`config.mk`:
```
export PLATFORM = sky130hd
export DESIGN_NAME = note_tone_gen
export DESIGN_NICKNAME = d
export VERILOG_FILES = /design/src/rtl/note_tone_gen.sv
export SDC_FILE = /design/constraint.sdc
export NUM_CORES = 1
export LEC_CHECK = 0
export CAP_MARGIN = 20
export CORE_MARGIN = 2
export CORE_UTILIZATION = 59
export DETAILED_ROUTE_END_ITERATION = 8
export PLACE_DENSITY = 0.85
export SYNTH_ARGS = -nofsm -noshare
export SYNTH_HDL_FRONTEND = slang
export SYNTH_SLANG_ARGS = --single-unit
```
`constraint.sdc`:
```
create_clock -name CLK -period 3.5 [get_ports CLK]
set_input_delay 0.7 -clock CLK [delete_from_list [all_inputs] [get_ports CLK]]
set_output_delay 0.7 -clock CLK [all_outputs]
set_load 0.005 [all_outputs]
```
`src/rtl/note_tone_gen.sv`:
```
// -----------------------------------------------------------------------------
// note_tone_gen
//
// Square-wave tone generator behind the PS/2 scan-code-to-note decoder.
// FinalNote (a half-period in CLK cycles, 0 = silence) arrives from another
// clock domain. It is synchronised into CLK and only accepted once it has held
// the same value for STABLE_CYCLES samples. The accepted half-period drives a
// glitch-free square wave. Pitch changes only take effect on a wave edge, and
// a key release plays a fixed sustain tail before the speaker falls silent.
//
// Ports
//   CLK          system clock, all logic on the rising edge
//   RST          synchronous, active-high reset
//   FinalNote    requested half-period, asynchronous to CLK
//   speaker      square-wave output
//   note_active  high while a tone is playing or sustaining
//   sustaining   high only during the release tail
//   cur_note     half-period currently being generated, 0 when idle
// -----------------------------------------------------------------------------
module note_tone_gen #(
    parameter int unsigned WIDTH          = 26,
    parameter int unsigned STABLE_CYCLES  = 1024,
    parameter int unsigned SUSTAIN_CYCLES = 5_000_000,
    parameter int unsigned MIN_HALF       = 1000
) (
    input  logic             CLK,
    input  logic             RST,
    input  logic [WIDTH-1:0] FinalNote,
    output logic             speaker,
    output logic             note_active,
    output logic             sustaining,
    output logic [WIDTH-1:0] cur_note
);

    localparam int unsigned      STAB_W      = (STABLE_CYCLES > 1) ? $clog2(STABLE_CYCLES) : 1;
    localparam logic [STAB_W-1:0] STAB_LAST  = STAB_W'(STABLE_CYCLES - 1);
    localparam logic [WIDTH-1:0] MIN_HALF_W  = WIDTH'(MIN_HALF);
    localparam logic [31:0]      SUS_LAST    = (SUSTAIN_CYCLES == 0) ? 32'd0 : 32'(SUSTAIN_CYCLES - 1);
    localparam bit               HAS_SUSTAIN = (SUSTAIN_CYCLES != 0);

    typedef enum logic [1:0] {
        IDLE,
        PLAY,
        SUSTAIN
    } state_e;

    // Synchroniser and stability filter
    logic [WIDTH-1:0]  s1_q, s2_q, cand_q, note_q;
    logic [STAB_W-1:0] stab_cnt_q;

    // Tone FSM
    state_e            state_q;
    logic [WIDTH-1:0]  cnt_q, cur_note_q;
    logic [31:0]       sus_cnt_q;
    logic              speaker_q, active_q, sustain_q;

    logic              valid;
    logic              toggle;

    // Values below MIN_HALF would drive the speaker too fast; treat as silence.
    assign valid  = (note_q >= MIN_HALF_W);
    // Last cycle of the current half-period. cur_note is never below 1 while
    // a tone runs, so the subtraction cannot wrap in PLAY or SUSTAIN.
    assign toggle = (cnt_q == cur_note_q - WIDTH'(1));

    // A multi-bit word crossing domains can be sampled mid-transition; the
    // stability count rejects such torn samples as well as short glitches.
    always_ff @(posedge CLK) begin
        if (RST) begin
            s1_q       <= '0;
            s2_q       <= '0;
            cand_q     <= '0;
            stab_cnt_q <= '0;
            note_q     <= '0;
        end else begin
            // NOTE: non-blocking assignments here make s2 take the old s1,
            // giving a real two-flop chain; blocking would collapse it to one.
            s1_q <= FinalNote;
            s2_q <= s1_q;
            if (s2_q != cand_q) begin
                cand_q     <= s2_q;
                stab_cnt_q <= '0;
            end else if (stab_cnt_q != STAB_LAST) begin
                stab_cnt_q <= stab_cnt_q + STAB_W'(1);
            end
            if (stab_cnt_q == STAB_LAST) begin
                note_q <= cand_q;
            end
        end
    end

    always_ff @(posedge CLK) begin
        if (RST) begin
            state_q    <= IDLE;
            cnt_q      <= '0;
            sus_cnt_q  <= '0;
            speaker_q  <= 1'b0;
            cur_note_q <= '0;
            active_q   <= 1'b0;
            sustain_q  <= 1'b0;
        end else begin
            case (state_q)
                IDLE: begin
                    cnt_q     <= '0;
                    speaker_q <= 1'b0;
                    if (valid) begin
                        // Every tone starts on a rising edge.
                        state_q    <= PLAY;
                        cur_note_q <= note_q;
                        speaker_q  <= 1'b1;
                        active_q   <= 1'b1;
                    end
                end

                PLAY: begin
                    if (toggle) begin
                        speaker_q <= ~speaker_q;
                        cnt_q     <= '0;
                        // New pitch only at an edge so no half is truncated.
                        if (valid) begin
                            cur_note_q <= note_q;
                        end
                    end else begin
                        cnt_q <= cnt_q + WIDTH'(1);
                    end
                    if (!valid) begin
                        if (HAS_SUSTAIN) begin
                            state_q   <= SUSTAIN;
                            sus_cnt_q <= '0;
                            sustain_q <= 1'b1;
                        end else begin
                            state_q    <= IDLE;
                            speaker_q  <= 1'b0;
                            cnt_q      <= '0;
                            cur_note_q <= '0;
                            active_q   <= 1'b0;
                        end
                    end
                end

                SUSTAIN: begin
                    // Tail keeps the held pitch; a new note resumes PLAY
                    // without resetting phase and loads at the next edge.
                    if (toggle) begin
                        speaker_q <= ~speaker_q;
                        cnt_q     <= '0;
                    end else begin
                        cnt_q <= cnt_q + WIDTH'(1);
                    end
                    sus_cnt_q <= sus_cnt_q + 32'd1;
                    if (valid) begin
                        state_q   <= PLAY;
                        sustain_q <= 1'b0;
                    end else if (sus_cnt_q == SUS_LAST) begin
                        // Expiry overrides a coincident toggle.
                        state_q    <= IDLE;
                        speaker_q  <= 1'b0;
                        cnt_q      <= '0;
                        cur_note_q <= '0;
                        active_q   <= 1'b0;
                        sustain_q  <= 1'b0;
                    end
                end

                default: begin
                    state_q    <= IDLE;
                    speaker_q  <= 1'b0;
                    cnt_q      <= '0;
                    cur_note_q <= '0;
                    active_q   <= 1'b0;
                    sustain_q  <= 1'b0;
                end
            endcase
        end
    end

    assign speaker     = speaker_q;
    assign note_active = active_q;
    assign sustaining  = sustain_q;
    assign cur_note    = cur_note_q;

endmodule

```
Word level (Yosys, flattened, before mapping)
Index checks and enable logic that the tools add are counted.
{"block": "op_classes", "n_eq_ne": 13, "add_sub_neg": 4, "n_reduce_logical": 8, "n_mux": 28, "n_bitwise": 3, "n_lt_le_gt_ge": 1}
{"operator": "$mux 26", "n": 7}
{"operator": "$pmux 26 s3", "n": 1}
{"operator": "$pmux 32 s2", "n": 1}
{"operator": "$pmux 26 s2", "n": 1}
{"operator": "$add 32x1->32 const B", "n": 1}
{"operator": "$eq 32x23->1 const B", "n": 1}
{"operator": "$mux 32", "n": 1}
{"operator": "$add 26x1->26 const B", "n": 1}
{"operator": "$eq 26x26->1", "n": 1}
{"operator": "$ge 26x10->1 const B", "n": 1}
{"operator": "$ne 26x26->1", "n": 1}
{"operator": "$sub 26x1->26 const B", "n": 1}
{"operator": "$add 10x1->10 const B", "n": 1}
{"operator": "$eq 10x10->1 const B", "n": 1}
{"operator": "$ne 10x10->1 const B", "n": 1}
{"operator": "$ne 2x2->1 const B", "n": 5}
{"operator": "$mux 1", "n": 9}
{"operator": "$pmux 1 s3", "n": 3}
{"operator": "$reduce_and 3->1", "n": 3}
{"operator": "$mux 2", "n": 4}
{"operator": "$pmux 2 s3", "n": 1}
{"operator": "$reduce_and 4->1", "n": 1}
{"operator": "$ne 3x3->1 const B", "n": 1}
{"operator": "$not 1->1", "n": 3}
{"operator": "6 further kinds", "n": 6}
{"block": "totals", "ff_bits": 203, "inputBits": 28}

Longest topological paths before layout
{"block": "logic_depth", "ltp_word": 6, "mapped_depth": 13, "ltp_nobuf": 10}

Least setup slack after synthesis
No wires, ideal clock.
{"block": "synth_path", "path_kind": "register -> register", "from": "reg cur_note_q[0] (netlist: cur_note[0])", "to": "reg cur_note_q[10] (netlist: cur_note[10])", "path_stages_with_launch": 14, "t_arrival_ns": 2.994, "synth_period_minus_slack_ns": 3.113, "slack_ns": 0.387, "cell_sequence": "dfxtp_1 -> buf_2 -> inv_1 -> ha_1 -> or4b_1 -> or3_4 -> xnor2_1 -> nor4b_1 -> and4_1 -> nand4_1 -> o32a_1 -> buf_6 -> buf_6 -> mux2i_1"}
{"block": "synth_between", "elab_chain_len": 4}
{"item": "start: declaration", "line": "53", "text": "logic [WIDTH-1:0] cnt_q, cur_note_q;"}
{"item": "start signal: assignment", "line": "109", "text": "cur_note_q <= note_q;"}
{"item": "start signal: assignment", "line": "121", "text": "cur_note_q <= note_q;"}
{"item": "$sub 26x1->26", "line": "64", "text": "assign toggle = (cnt_q == cur_note_q - WIDTH'(1));"}
{"item": "$eq 26x26->1", "line": "64"}
{"item": "$ne 2x2->1 (no source line)"}
{"item": "$reduce_and 3->1 (no source line)"}
Every way passes these cells.
A chain may end at the register's enable or synchronous reset.

Final worst setup path
{"block": "layout_path", "from": "reg cur_note_q[1] (netlist: cur_note[1])", "to": "reg cur_note_q[3] (netlist: cur_note[3])"}
The elaborated chain is that of the path after synthesis.

==> run summary <==
Sequential Power Share: 44.7%
dpl hpwl: 12220 um
CP Max Fanout: 18
register bit total from synthesis: 203
VDD IR max: 0.4243 mV
die width: 125.8 um
DRC: 0
WP data arrival: 3570 ps
mux share of post-synthesis cell area: 3.314%
Final Max Slew Viols: 0
CTS Sinks: 203
worst hold margin: 433.5 ps
CP required: 3860 ps
Num CTS Buffers: 21
Initial Utilization: 60.27%
Pint: 4.001 mW
MaxCap Viol Count: 0
Resize count post-CTS: 0
Setup TNS: 0 ps
Worst setup EP type: flip-flop
Post-synth EDFFs: 0
clock share of power: 40.9%
I/O pin total: 57
Nets: 1068
Post-Synth Adder-Cell Area: 1.143%
Worst slew margin: 55.13%
top layer in use: met4
cell row count: 44
H-tree levels: 1
Final Hold Vio Count: 0
met2 routed WL: 8533 um
Pre-antenna DRT Iters: 6
clock transition at the registers of the reported paths: 60 ps
status: complete, no violations
largest net degree at the start of global routing: 63
total wire length: 17800 um
CTS Buffer Depth: 3
crit path time final: 3213 ps
combinational share of power: 14.5%
Synth cell types: 60
unrepaired setup endpoints after global routing: no
Routed met3 length: 747 um
CTS Hold Buffers Added: 0
NetSw: 1.382 mW
cell with the most instances after synthesis: dfxtp_1
Main synth FF type: dfxtp_1
Final Wtd Congestion: 0.8991
number of port buffers: 56
skew final: 8.797 ps
post-synth top area cell: dfxtp_1
Mapped Cells: 986
Root Buffer: clkbuf_16
vias post-DR: 6850
Min-Delay Path Class: flip-flop to flip-flop
Synth top cells by count: dfxtp_1 (203), nand2_1 (117), nor2_1 (89), nor2b_1 (83), xor2_1 (58)
Pleak: 3.818 nW
Area Growth Syn to Fin: 15.74%
Final Setup Violations: 0
vias in the first global route: 6320
initial DRC count: 569
syn nets: 1022
Clock Latency Late Sink: 490 ps
crit path launch type: flip-flop
first-pass GRT wire length: 30190 um
Cell Area, Synth: 8760 sq um
Worst-Margin Slew: 672.3 ps
# diodes: 0
Synth Warn #: 0
xor and xnor fraction of the mapped netlist area: 10.96%
final antenna-violating net count: 0
post-CTS setup buffers: 0
share of cells above drive strength 1: 6.220%
antenna violations before repair: 0
fillers: 1132
GRT overflow: 0
DIE AREA: 15840 sq um
Reg2Reg Setup Slack: 290 ps
simple-gate share of the synthesized area: 29.40%
Compound-Gate Fraction of Synth Area: 6.085%
PwrDens: 530.9 nW/um^2
sequential share of the synthesized area: 46.39%
final period utilization: 91.81%
Fmax achieved: 311.2 MHz
Die Y: 125.8 um
WL met1: 8177 um
Syn Area/Cell: 8.884 sq um
largest family of logic cells by synthesized area: simple AND/OR/NAND/NOR gates
Core Region: 14530 sq um
total track usage: 22.48%
TritonCTS clock tree: yes
drt via density: 5.574
synth top area cells: dfxtp_1 (46%), nor2b_1 (5.9%), xor2_1 (5.8%)
FFs w/ async S/R, synth: 0%
critical path type: flip-flop to flip-flop
top cell type's share of synthesized area: 46.39%
switching share of power: 25.67%
wire per inst: 14.48 um
==> worst max-delay path, cell delays in order (launching register included) <==
cell     delay, ps
dfxtp_1        310
inv_1           50
ha_1           240
or4b_1         560
or3_4          400
xnor2_1        160
nor4b_1        220
and4_1         230
nand4_1        160
o32a_1         350
buf_4          240
mux2i_1        150
==> power by group through the flow <==
| stage | Sequential [mW] | Clock [mW] | Combinational (mW) |
|---|---|---|---|
| global placement | 2.45 | 0 | 0.760 |
| floorplan | 2.44 | 0 | 0.649 |
| finish | 2.40 | 2.20 | 0.778 |
| CTS | 2.40 | 2.23 | 0.777 |
| detailed placement | 2.45 | 0 | 0.771 |
| global route | 2.41 | 2.34 | 0.844 |
==> final timing paths <==
path                                   from     endpoint  depth (start not counted)
worst max-delay path            cur_note[1]  cur_note[3]                         11
worst min-delay path               s1_q[15]     s2_q[15]                          1
worst max register to register  cur_note[1]  cur_note[3]                         11
worst min register to register     s1_q[15]     s2_q[15]                          1
==> placed cells by master, fill, tap and decap left out, drive strengths merged, types with 7 or more instances in the layout <==
cell type / count
nand2b: 7
nand4: 26
a21oi: 47
inv: 13
xor2: 58
xnor2: 49
o21ai: 17
nor4b: 8
nor2: 89
and3: 21
nor4: 17
clkbuf: 28
nor3: 19
buf: 12
mux2i: 29
or2: 8
ha: 8
clkdlybuf4s50: 55
or3: 12
nor2b: 83
nand2: 117
nand3: 57
dfxtp: 203
==> metrics by stage <==
step / util [%] / power, mW / cell area, sq um / std cells / setup WS [ps]
floorplan: - / 3.093 / 8760 / 986 / 386.8
global placement: 64.96 / 3.210 / 9442 / 1193 / 418.6
detailed placement: 64.96 / 3.225 / 9442 / 1193 / 324.1
CTS: 69.76 / 5.411 / 10140 / 1229 / 314.6
global route: 69.76 / 5.592 / 10140 / 1229 / 49.48
finish: 69.76 / 5.382 / 10140 / 1229 / 286.7
==> kinds of logic (layout without fill, tap and decap cells) <==
kind of cell / Yosys count / after routing
DFF: 203 / 203
AOI/OAI and AO/OA: 91 / 91
xor gates and xnor gates: 108 / 108
and+or+nand+nor: 491 / 491
buffers and inverters: 56 / 115
muxes: 29 / 29
adders and majority gates: 8 / 8
==> per-layer routing <==
| layer | global-route usage (%) | vias up |
|---|---|---|
| met2 | 38.82 | 172 |
| met5 | 0 | - |
| met4 | 5.559 | 0 |
| met3 | 3.229 | 31 |
| met1 | 29.90 | 3203 |
| li1 | - | 3444 |
==> cell type report <==
type | count | area (sq um) | area share [%]
clock buffers | 28 | 621.8 | 6.134
clock inverters | 8 | 75.07 | 0.7405
inverters | 12 | 45.04 | 0.4443
multi-input cells | 727 | 4462 | 44.01
flip-flops and latches | 203 | 4064 | 40.08
well taps | 184 | 230.2 | 2.271
repair buffers | 67 | 640.6 | 6.319
==> flip-flops by register name (all words and copies together) (netlist names) <==
register and cells:
cand_q 26, stab_cnt_q 10, note_q 26, cnt_q 26
cur_note 26, state_q 2, s1_q 26, s2_q 26
sustaining 1, note_active 1, speaker 1, sus_cnt_q 32
(Power assumes the default switching activity.)
